===== config.mk =====
export PLATFORM = sky130hd
export DESIGN_NAME = adc_spi_responder_flat
export DESIGN_NICKNAME = d
export VERILOG_FILES = /design/src/rtl/adc_spi_responder_if.sv /design/src/rtl/adc_spi_responder.sv /design/src/flat_wrapper.sv
export SDC_FILE = /design/constraint.sdc
export NUM_CORES = 1
export LEC_CHECK = 0
export ABC_AREA = 1
export BUFFER_PORTS_ARGS = -buffer_cell sky130_fd_sc_hd__buf_4
export CELL_PAD_IN_SITES_DETAIL_PLACEMENT = 1
export CELL_PAD_IN_SITES_GLOBAL_PLACEMENT = 2
export CORE_MARGIN = 2
export CORE_UTILIZATION = 38
export CTS_CLUSTER_SIZE = 10
export DETAILED_ROUTE_END_ITERATION = 10
export PLACE_DENSITY = 0.92
export SYNTH_ARGS = -nofsm -noshare
export SYNTH_HDL_FRONTEND = slang
export SYNTH_SLANG_ARGS = --single-unit

===== constraint.sdc =====
create_clock -name clk -period 2.7 [get_ports clk]
set_input_delay 0.54 -clock clk [delete_from_list [all_inputs] [get_ports clk]]
set_output_delay 0.54 -clock clk [all_outputs]
set_load 0.05 [all_outputs]

===== src/rtl/adc_spi_responder_if.sv =====
// Signal bundle between an SPI initiator / sample host and the ADC SPI responder.
// The master modport is the initiator/host side, the slave modport is the responder.
interface adc_spi_responder_if #(
    parameter int DATA_BITS = 12,
    parameter int CFG_BITS  = 6
);
    logic                 adc_sclk;
    logic                 adc_cs_n;
    logic                 adc_din;
    logic                 adc_dout;
    logic                 conv_req;
    logic [CFG_BITS-1:0]  conv_cfg;
    logic [DATA_BITS-1:0] sample_in;
    logic                 sample_valid;
    logic                 frame_done;
    logic                 frame_err;
    logic                 overrun;

    modport master (
        output adc_sclk, adc_cs_n, adc_din, sample_in, sample_valid,
        input  adc_dout, conv_req, conv_cfg, frame_done, frame_err, overrun
    );

    modport slave (
        input  adc_sclk, adc_cs_n, adc_din, sample_in, sample_valid,
        output adc_dout, conv_req, conv_cfg, frame_done, frame_err, overrun
    );
endinterface


===== src/rtl/adc_spi_responder.sv =====
// SPI mode-0 responder: shifts in a config word, requests a conversion and
// returns the previously delivered sample in the following frame.
//
// state   | meaning
// --------+-----------------------------------------------------------
// IDLE    | no frame in progress, no conversion pending
// SHIFT   | cs_n low: receiving config bits, transmitting result bits
// CONVERT | conversion requested, waiting for sample_valid from host
module adc_spi_responder #(
    parameter int SYNC_STAGES = 2,
    parameter int DATA_BITS   = 12,
    parameter int CFG_BITS    = 6
) (
    input  logic          clk,
    input  logic          reset_n,
    adc_spi_responder_if.slave bus
);
    typedef enum logic [1:0] {IDLE, SHIFT, CONVERT} state_t;

    localparam logic [4:0] CFG_CNT = 5'(CFG_BITS);

    state_t r_state, w_state_nxt;

    logic [SYNC_STAGES-1:0] r_sclk_sync, r_cs_sync, r_din_sync;
    logic                   r_sclk_prev, r_cs_prev;
    logic                   w_sclk, w_cs_n, w_din;
    logic                   w_sclk_rise, w_sclk_fall, w_cs_rise, w_cs_fall;

    logic [DATA_BITS-1:0] r_tx, w_tx_nxt, r_shift, w_shift_nxt, w_frame_data;
    logic [CFG_BITS-1:0]  r_cfg_sh, w_cfg_sh_nxt, r_conv_cfg, w_conv_cfg_nxt;
    logic [4:0]           r_bit_cnt, w_bit_cnt_nxt;
    logic                 r_dout, w_dout_nxt;
    logic                 r_conv_req, w_conv_req_nxt;
    logic                 r_frame_done, w_frame_done_nxt;
    logic                 r_frame_err, w_frame_err_nxt;
    logic                 r_overrun, w_overrun_nxt;
    logic                 w_start;

    // Reset values make the idle line look like cs_n high, sclk low.
    always_ff @(posedge clk or negedge reset_n) begin
        if (!reset_n) begin
            r_sclk_sync <= '0;
            r_cs_sync   <= '1;
            r_din_sync  <= '0;
            r_sclk_prev <= 1'b0;
            r_cs_prev   <= 1'b1;
        end else begin
            r_sclk_sync <= {r_sclk_sync[SYNC_STAGES-2:0], bus.adc_sclk};
            r_cs_sync   <= {r_cs_sync[SYNC_STAGES-2:0], bus.adc_cs_n};
            r_din_sync  <= {r_din_sync[SYNC_STAGES-2:0], bus.adc_din};
            r_sclk_prev <= w_sclk;
            r_cs_prev   <= w_cs_n;
        end
    end

    assign w_sclk      = r_sclk_sync[SYNC_STAGES-1];
    assign w_cs_n      = r_cs_sync[SYNC_STAGES-1];
    assign w_din       = r_din_sync[SYNC_STAGES-1];
    assign w_sclk_rise = w_sclk & ~r_sclk_prev;
    assign w_sclk_fall = ~w_sclk & r_sclk_prev;
    assign w_cs_rise   = w_cs_n & ~r_cs_prev;
    assign w_cs_fall   = ~w_cs_n & r_cs_prev;

    always_ff @(posedge clk or negedge reset_n) begin
        if (!reset_n) begin
            r_state      <= IDLE;
            r_tx         <= '0;
            r_shift      <= '0;
            r_cfg_sh     <= '0;
            r_bit_cnt    <= '0;
            r_conv_cfg   <= '0;
            r_dout       <= 1'b0;
            r_conv_req   <= 1'b0;
            r_frame_done <= 1'b0;
            r_frame_err  <= 1'b0;
            r_overrun    <= 1'b0;
        end else begin
            r_state      <= w_state_nxt;
            r_tx         <= w_tx_nxt;
            r_shift      <= w_shift_nxt;
            r_cfg_sh     <= w_cfg_sh_nxt;
            r_bit_cnt    <= w_bit_cnt_nxt;
            r_conv_cfg   <= w_conv_cfg_nxt;
            r_dout       <= w_dout_nxt;
            r_conv_req   <= w_conv_req_nxt;
            r_frame_done <= w_frame_done_nxt;
            r_frame_err  <= w_frame_err_nxt;
            r_overrun    <= w_overrun_nxt;
        end
    end

    always_comb begin
        w_state_nxt      = r_state;
        w_tx_nxt         = r_tx;
        w_shift_nxt      = r_shift;
        w_cfg_sh_nxt     = r_cfg_sh;
        w_bit_cnt_nxt    = r_bit_cnt;
        w_conv_cfg_nxt   = r_conv_cfg;
        w_dout_nxt       = r_dout;
        w_conv_req_nxt   = 1'b0;
        w_frame_done_nxt = 1'b0;
        w_frame_err_nxt  = 1'b0;
        w_overrun_nxt    = 1'b0;
        w_start          = 1'b0;
        w_frame_data     = r_tx;

        unique case (r_state)
            IDLE: begin
                if (w_cs_fall) w_start = 1'b1;
            end
            SHIFT: begin
                if (w_cs_rise) begin
                    w_dout_nxt = 1'b0;
                    if (r_bit_cnt >= CFG_CNT) begin
                        w_state_nxt      = CONVERT;
                        w_conv_cfg_nxt   = r_cfg_sh;
                        w_conv_req_nxt   = 1'b1;
                        w_frame_done_nxt = 1'b1;
                    end else begin
                        w_state_nxt     = IDLE;
                        w_frame_err_nxt = 1'b1;
                    end
                end else if (!w_cs_n) begin
                    if (w_sclk_rise) begin
                        if (r_bit_cnt < CFG_CNT) w_cfg_sh_nxt = {r_cfg_sh[CFG_BITS-2:0], w_din};
                        if (r_bit_cnt != 5'd31)  w_bit_cnt_nxt = r_bit_cnt + 5'd1;
                    end
                    // Zero fill means the line reads 0 once all result bits are out.
                    if (w_sclk_fall) begin
                        w_dout_nxt  = r_shift[DATA_BITS-1];
                        w_shift_nxt = r_shift << 1;
                    end
                end
            end
            CONVERT: begin
                if (w_cs_fall) begin
                    w_start = 1'b1;
                    if (bus.sample_valid) begin
                        w_tx_nxt     = bus.sample_in;
                        w_frame_data = bus.sample_in;
                    end else begin
                        w_tx_nxt      = '0;
                        w_frame_data  = '0;
                        w_overrun_nxt = 1'b1;
                    end
                end else if (bus.sample_valid) begin
                    w_tx_nxt    = bus.sample_in;
                    w_state_nxt = IDLE;
                end
            end
            default: w_state_nxt = IDLE;
        endcase

        if (w_start) begin
            w_state_nxt   = SHIFT;
            w_dout_nxt    = w_frame_data[DATA_BITS-1];
            w_shift_nxt   = w_frame_data << 1;
            w_bit_cnt_nxt = '0;
            w_cfg_sh_nxt  = '0;
        end
    end

    assign bus.adc_dout   = r_dout;
    assign bus.conv_req   = r_conv_req;
    assign bus.conv_cfg   = r_conv_cfg;
    assign bus.frame_done = r_frame_done;
    assign bus.frame_err  = r_frame_err;
    assign bus.overrun    = r_overrun;
endmodule

===== src/flat_wrapper.sv =====
// flat-port wrapper written by rule: the top's interface ports become plain ports
module adc_spi_responder_flat 
#(
    parameter int SYNC_STAGES = 2,
    parameter int DATA_BITS   = 12,
    parameter int CFG_BITS    = 6
)
  (clk, reset_n, bus_adc_sclk, bus_adc_cs_n, bus_adc_din, bus_sample_in, bus_sample_valid, bus_adc_dout, bus_conv_req, bus_conv_cfg, bus_frame_done, bus_frame_err, bus_overrun);
  adc_spi_responder_if #(.DATA_BITS(DATA_BITS), .CFG_BITS(CFG_BITS)) bus_i ();
  input  logic clk;
  input  logic reset_n;
  input wire logic [$bits(bus_i.adc_sclk)-1:0] bus_adc_sclk;
  input wire logic [$bits(bus_i.adc_cs_n)-1:0] bus_adc_cs_n;
  input wire logic [$bits(bus_i.adc_din)-1:0] bus_adc_din;
  input wire logic [$bits(bus_i.sample_in)-1:0] bus_sample_in;
  input wire logic [$bits(bus_i.sample_valid)-1:0] bus_sample_valid;
  output wire logic [$bits(bus_i.adc_dout)-1:0] bus_adc_dout;
  output wire logic [$bits(bus_i.conv_req)-1:0] bus_conv_req;
  output wire logic [$bits(bus_i.conv_cfg)-1:0] bus_conv_cfg;
  output wire logic [$bits(bus_i.frame_done)-1:0] bus_frame_done;
  output wire logic [$bits(bus_i.frame_err)-1:0] bus_frame_err;
  output wire logic [$bits(bus_i.overrun)-1:0] bus_overrun;
  assign bus_i.adc_sclk = bus_adc_sclk;
  assign bus_i.adc_cs_n = bus_adc_cs_n;
  assign bus_i.adc_din = bus_adc_din;
  assign bus_i.sample_in = bus_sample_in;
  assign bus_i.sample_valid = bus_sample_valid;
  assign bus_adc_dout = bus_i.adc_dout;
  assign bus_conv_req = bus_i.conv_req;
  assign bus_conv_cfg = bus_i.conv_cfg;
  assign bus_frame_done = bus_i.frame_done;
  assign bus_frame_err = bus_i.frame_err;
  assign bus_overrun = bus_i.overrun;
  adc_spi_responder #(.SYNC_STAGES(SYNC_STAGES), .DATA_BITS(DATA_BITS), .CFG_BITS(CFG_BITS)) u_core (.clk(clk), .reset_n(reset_n), .bus(bus_i));
endmodule

==> metrics.cfg, run 1 <==
[run_status]
status = complete, no violations

[pwr]
static_leakage_nw = 1.460
vdd.ir_drop.worst_uv = 258.6
power_density_normalized_to_cell_area_mw_per_mm2 = 606.6

[cells_and_area]
sequential_cell_area_sq_mm = 0.001355
insertedDiodeCount = 0
fraction_of_layout_instances_using_a_drive_strength_above_1_pct = 21.81
synthToLayoutAreaGrowth_pct = 12.50
area_of_the_multi_input_gates_sq_um = 963.4
fillCellCount = 759
finalNetCount = 341

[global_route]
grt_pass1_wl_microns = 9459
grt.total_usage_pct = 16.07
global_route.overflow_total = 0
maximum_number_of_pins_on_one_net_before_global_route_repair = 55
first_global_vias = 2011
antenna_found_initial = 0

[place]
routability_driven_placement_congestion_ratio = 0.7620
dp_hpwl_microns = 3740
place.port_buffers = 28
worst_slack_after_detailed_placement_ns = 0.6524

[timing]
post-route-worst-setup-slack_ns = 0.6728
maxClockFrequency_ghz = 0.4933
report.final.slew_viol_count = 0
finalSetupTns_ns = 0
finClkSkew_ns = 0.01373
hold_violations = 0
timing.slew.headroom_pct = 53.83
timing_worst_slew_pin_value_ns = 0.6925
setup_viol_count_final = 0
layout_worst_path_cycle_share_pct = 75.08
grt_setup_unrepaired = false
post-route-min-period_ns = 2.027

[detailed_routing]
totalWireLength_microns = 5348
drt_pass1_iterations = 4
antenna_violating_nets_post_route = 0
avgRoutedWirePerCell_microns = 13.44
dr_total_vias = 1941
detailed_router_s_first_iteration_violation_count = 57
viasPerCell = 4.877
detail_route.drc_violations = 0

[clocking]
cts_tree = built
ctsHoldBuffers = 0
post_cts_resize_count = 0
worstSkewPairLatency_ns = 0.32
clk_root_buffer_cell = clkbuf_8
h-tree-depth = 2
clock_path_buffers = 2
clk_pin_slew_ns = 0.11
cts_buffers = 5
postCtsSetupBuffers = 0
clock-sinks = 54

[yosys]
synth_seq_cells = 54
postSynthNetCount = 316
synth_seq_area_share_pct = 52.88
synth.cell_area_sq_mm = 0.002562
netlist.area_leader.share_pct = 49.80
synthCells = 295
cell_type_with_the_largest_total_area_after_synthesis = dfrtp_1
synth.area.top_cells = dfrtp_1 50%, nand2_1 13%, inv_1 5.3%
yosysWarningCount = 0
post_synth_num_cell_types = 26
synth_area_per_cell_sq_um = 8.686

[floorplanning]
fp.dieArea_sq_mm = 0.007416
design.portCount = 29
dieWidth_microns = 86.12
floorplan.die.height_microns = 86.12
rows = 29
initial_core_util_pct = 39.90
fp.coreArea_sq_mm = 0.006422

[worst_setup_path]
crit_path_max_fanout = 20
timing.setup.critical_path_class = flip-flop to flip-flop
worst_ep_arrival_time_ns = 2.25
critPathRequiredTime_ns = 2.92
cp-start-kind = flip-flop
critical_path.endpoint_type = flip-flop

[job]
cap_viol_max_count = 0

[min_path]
hold_path_class = input port to asynchronous set/reset pin

## kinds of logic after synthesis
group | after synthesis | synth area share (%)
and+or+nand+nor | 140 | 25.20
DFF | 54 | 52.88
buffers and inverters | 51 | 9.521
AOI/OAI and AO/OA | 47 | 10.94
adders and majority gates | 3 | 1.465
## critical path, cell delays in order (launching register included)
cell      delay (ns)
dfrtp_1         0.77
inv_1           0.17
nand2_4         0.13
clkinv_4        0.08
nand2_2         0.08
inv_1           0.05
nand2_1         0.35
inv_1           0.14
nand2_1         0.09
nand2_1         0.05
## cell usage after synthesis
| cell type | number |
|---|---|
| o31ai_1 | 1 |
| o21ai_1 | 8 |
| nand2_4 | 2 |
| nor2_1 | 17 |
| o21ai_0 | 17 |
| inv_4 | 2 |
| nand3_1 | 7 |
| inv_2 | 2 |
| buf_12 | 1 |
| dfrtp_1 | 51 |
| a21oi_1 | 6 |
| nor2_4 | 3 |
| o211ai_1 | 11 |
| dfstp_2 | 3 |
| nand2_2 | 16 |
| buf_4 | 2 |
| clkinv_4 | 1 |
| clkbuf_1 | 2 |
| inv_1 | 36 |
| ha_1 | 3 |
| nand2_1 | 86 |
| buf_2 | 3 |
| nand3_4 | 1 |
| o21ai_2 | 4 |
| buf_6 | 2 |
| nand4_1 | 8 |
## cell type report
cell class                      count  area share [%]
Clock buffer                        5           2.387
Clock inverter                      3          0.8681
Inverter                           41           5.686
Multi-Input combinational cell    190           33.42
Sequential cell                    54           47.01
Tap cell                           77           3.342
Timing Repair Buffer               28           7.292
## per-stage QoR
stage | cells | power (mW) | instance area (sq um) | hold slack [ns] | utilization (%)
global route | 398 | 1.860 | 2883 | 0.3085 | 44.89
detailed placement | 390 | 1.287 | 2789 | 0.3363 | 43.42
floorplan | 295 | 1.193 | 2562 | 0.2444 | -
global placement | 390 | 1.274 | 2789 | 0.3340 | 43.42
finish | 398 | 1.749 | 2883 | 0.2513 | 44.89
CTS | 398 | 1.778 | 2883 | 0.2811 | 44.89
## path summary, 6_finish.rpt
path | endpoint | cells past startpoint | slack [ns] | from
worst max-delay path | u_core.bus.conv_cfg[4] | 9 | 0.67 | u_core.r_state[1]
worst min-delay path | u_core.r_bit_cnt[0] | 1 | 0.25 | reset_n
worst max register to register | u_core.bus.conv_cfg[4] | 9 | 0.67 | u_core.r_state[1]
worst min register to register | u_core.r_din_sync[1] | 0 | 0.35 | u_core.r_din_sync[0]
max in group asynchronous | u_core.r_bit_cnt[2] | 1 | 1.97 | reset_n
min in group clk | u_core.r_sclk_sync[0] | 1 | 0.33 | bus_adc_sclk
## cells in the final DEF, fill, tap and decap left out, types with 3 or more instances in the layout
cell	synthesis	final
nor2_1	17	17
ha_1	3	3
dfstp_2	3	3
o21ai_0	17	17
clkbuf_8	0	5
inv_1	36	36
nor2_4	3	3
nand4_1	8	8
nand3_1	7	7
dfrtp_1	51	51
buf_4	2	28
o211ai_1	11	11
o21ai_1	8	8
a21oi_1	6	6
o21ai_2	4	4
nand2_2	16	16
nand2_1	86	86
## per-layer routing
layer	wire length [microns]	part of all wire, %	up-vias	GRT usage [%]
met1	2649	50	924	21.80
li1	-	-	979	-
met2	2459	46	32	26.85
met4	59	1.1	0	3.896
met3	180	3.4	6	2.695
met5	0	0	-	0
## flip-flops by register name, summed over array words and instances (netlist names)
name and count:
u_core.bus.conv_cfg 6, u_core.r_bit_cnt 5, u_core.bus.adc_dout 1, u_core.r_cfg_sh 6, u_core.bus.frame_err 1, u_core.r_din_sync 2, u_core.r_sclk_prev 1, u_core.r_cs_sync 2
u_core.r_state 2, u_core.r_cs_prev 1, u_core.r_sclk_sync 2, u_core.bus.conv_req 1, u_core.r_shift 11, u_core.bus.overrun 1, u_core.r_tx 12
## where the power goes
group | total, mW | switching (mW) | leakage (nW) | internal (mW)
registers | 0.971 | 0.0637 | 0.685 | 0.908
logic | 0.294 | 0.182 | 0.730 | 0.112
clock network | 0.483 | 0.295 | 0.0447 | 0.188
Note: power is estimated with default switching activity, not from simulation.
==> run 2: changes to the inputs <==
--- a/config.mk
+++ b/config.mk
@@ -10,10 +10,10 @@
 export CELL_PAD_IN_SITES_DETAIL_PLACEMENT = 1
 export CELL_PAD_IN_SITES_GLOBAL_PLACEMENT = 2
 export CORE_MARGIN = 2
-export CORE_UTILIZATION = 38
+export CORE_UTILIZATION = 35
 export CTS_CLUSTER_SIZE = 10
 export DETAILED_ROUTE_END_ITERATION = 10
-export PLACE_DENSITY = 0.92
+export PLACE_DENSITY = 0.86
 export SYNTH_ARGS = -nofsm -noshare
 export SYNTH_HDL_FRONTEND = slang
 export SYNTH_SLANG_ARGS = --single-unit
==> constraint.sdc (replaced) <==
create_clock -name clk -period 2.05 [get_ports clk]
set_input_delay 0.41 -clock clk [delete_from_list [all_inputs] [get_ports clk]]
set_output_delay 0.41 -clock clk [all_outputs]
set_load 0.05 [all_outputs]
==> run 2 against run 1 <==
Against the previous run: clock-buffer cell count rose by 1; total power rose by 37%; highest routed layer unchanged; setup slack got worse by 0.24 ns; critical endpoint is now u_core.bus.conv_cfg[0]; register-to-register slack got worse by 0.24 ns; non-clock buffer count rose by 2; wire length rose by 5.3%; critical path type unchanged; sequential cell count did not move; first-iteration DRC count rose by 8.8%; final area rose by 2.0%; hold slack got worse by 0.11 ns; fmax rose by 26%.
==> metrics.cfg, run 2 (synthesized netlist as in run 1, its figures left out) <==
[floorplanning]
initial_core_util_pct = 35.71  ; -4.2 points
fp.dieArea_sq_mm = 0.008022  ; +8.2%
design.portCount = 29  ; unchanged
rows = 31  ; +6.9%
fp.coreArea_sq_mm = 0.007176  ; +12%
dieWidth_microns = 89.57  ; +4.0%
floorplan.die.height_microns = 89.57  ; +4.0%

[worst_setup_path]
critical_path.endpoint_type = flip-flop
timing.critical_path.mode_cell = nand2_1
worst_ep_arrival_time_ns = 1.86  ; -0.39 ns
critPathRequiredTime_ns = 2.30  ; -0.62 ns
crit_path_max_fanout = 12  ; -40%
max_stage_delay_ns = 0.57  ; -0.20 ns
timing.setup.critical_path_class = flip-flop to flip-flop
critical-path-top-delay-family = simple AND/OR/NAND/NOR gates
critical_path.n_buffers_inverters = 3  ; -1
cp-start-kind = flip-flop
cp_cell_sequence = inv_2, nor2_1, nand2_2, inv_1, nand2_1, inv_1, nand2_1, nand2_1
critical_path.slowest_cell = dfstp_2

[pwr]
switching_power_mw = 0.6776  ; +25%
cell_internal_pwr_mw = 1.710  ; +42%
vdd.ir_drop.worst_uv = 294.4  ; +14%
p_seq_share_pct = 53.5  ; -2.0 points
combinationalPowerShare_pct = 16.5  ; -0.3 points
pwr-share-clk_pct = 30.1  ; +2.5 points
static_leakage_nw = 1.477  ; +1.2%
power.switching_fraction_pct = 28.38  ; -2.5 points
power_density_normalized_to_cell_area_mw_per_mm2 = 811.8  ; +34%
post-layout-total-power_mw = 2.388  ; +37%

[clocking]
clk_pin_slew_ns = 0.10  ; about the same
clk_root_buffer_cell = clkbuf_8
ctsHoldBuffers = 0  ; unchanged
clock-sinks = 54  ; unchanged
postCtsSetupBuffers = 0  ; unchanged
clock_path_buffers = 2  ; unchanged
cts_tree = built
worstSkewPairLatency_ns = 0.31  ; about the same
post_cts_resize_count = 0  ; unchanged
cts_buffers = 5  ; unchanged
h-tree-depth = 2  ; unchanged

[place]
dp_hpwl_microns = 3866  ; +3.4%
routability_driven_placement_congestion_ratio = 0.7141  ; -6.3%
place.port_buffers = 28  ; unchanged
numPlacedInstances = 414  ; +6.2%

[cells_and_area]
largest-register = u_core.r_tx
layout.cells.most_common_list = 86 x nand2_1, 51 x dfrtp_1, 36 x inv_1, 30 x buf_4
finalNetCount = 343  ; +0.59%
final-instance-count-excl-fill = 422  ; +6.0%
fraction_of_layout_instances_using_a_drive_strength_above_1_pct = 21.98  ; +0.17 points
max_ffs_per_register = 12  ; unchanged
largest_regs = u_core.r_tx: 12 flops, u_core.r_shift: 11 flops
insertedDiodeCount = 0  ; unchanged
synthToLayoutAreaGrowth_pct = 14.79
utilization_pct = 40.99  ; -3.9 points
layout_commonest_cell = nand2_1

[detailed_routing]
viasPerCell = 4.682  ; -4.0%
detailed_router_s_first_iteration_violation_count = 62  ; +8.8%
avgRoutedWirePerCell_microns = 13.34  ; -0.70%
antenna_violating_nets_post_route = 0  ; unchanged
detail_route.drc_violations = 0  ; unchanged
totalWireLength_microns = 5631  ; +5.3%
dr_total_vias = 1976  ; +1.8%
drt_pass1_iterations = 4  ; unchanged

[min_path]
hold_path_class = input port to asynchronous set/reset pin

[timing]
setup_viol_count_final = 0  ; unchanged
maxClockFrequency_ghz = 0.6197  ; +26%
grt_setup_unrepaired = false
timing.slew.headroom_pct = 54.00  ; +0.17 points
report.final.slew_viol_count = 0  ; unchanged
hold_violations = 0  ; unchanged
finClkSkew_ns = 0.004374  ; -0.009353 ns
timing_worst_slew_pin_value_ns = 0.6900  ; -0.002542 ns
post-route-min-period_ns = 1.614  ; -0.4135 ns
finalSetupTns_ns = 0  ; unchanged
layout_worst_path_cycle_share_pct = 78.71  ; +3.6 points

[global_route]
antenna_found_initial = 0  ; unchanged
global_route.overflow_total = 0  ; unchanged
maximum_number_of_pins_on_one_net_before_global_route_repair = 55  ; unchanged
grt_pass1_wl_microns = 9880  ; +4.5%
grt.total_usage_pct = 15.84  ; -0.24 points
first_global_vias = 2112  ; +5.0%

[run_status]
status = complete, no violations

[job]
cap_viol_max_count = 0  ; unchanged

## run 2: cell types whose count changed in the layout (fill, tap and decap cells not counted)
cell / delta
buf_4: +2
bufinv_16: +1
clkbuf_1: +1
clkinv_4: -1
inv_6: -1
## run 2: per-stage QoR
| step | cell area [sq um] | hold WS [ns] | setup slack (ns) |
|---|---|---|---|
| 3_3_place_gp | 2831 | 0.3370 | 0.4796 |
| 5_1_grt | 2942 | 0.1817 | 0.3036 |
| 6_report | 2942 | 0.1377 | 0.4364 |
| 3_5_place_dp | 2831 | 0.3379 | 0.4579 |
| 4_1_cts | 2942 | 0.1683 | 0.4098 |
| 2_1_floorplan | 2562 | 0.1144 | 0.7191 |
## run 2: metal layers
metal	vias up	wire [microns]	GRT usage (%)
li1	982	-	-
met1	956	2651	20.58
met2	32	2743	27.34
met3	6	178	2.955
met4	0	57	3.664
met5	-	0	0
## run 2: worst paths after layout
check	start	to	slack, ns	cells after the start
min in group clk	bus_adc_cs_n	u_core.r_cs_sync[0]	0.20	1
min	reset_n	u_core.r_bit_cnt[4]	0.14	1
max in group asynchronous	reset_n	u_core.r_shift[2]	1.46	1
max	u_core.r_cs_sync[1]	u_core.bus.conv_cfg[0]	0.44	8
max reg2reg	u_core.r_cs_sync[1]	u_core.bus.conv_cfg[0]	0.44	8
min reg2reg	u_core.r_din_sync[0]	u_core.r_din_sync[1]	0.36	0
## run 2: power by group through the flow
stage               Combinational [mW]  Sequential (mW)  Clock (mW)
finish                           0.393             1.28       0.718
global route                     0.459             1.29       0.785
CTS                              0.404             1.28       0.747
detailed placement               0.400             1.30           0
global placement                 0.391             1.29           0
floorplan                        0.261             1.31           0
## run 2: layout make-up
class	count	area [sq um]
clock buffers	6	72.57
clock inverters	2	37.54
fillers	874	4234
inverters	41	163.9
multi-input cells	190	963.4
flip-flops and latches	54	1355
well taps	99	123.9
repair buffers	30	225.2
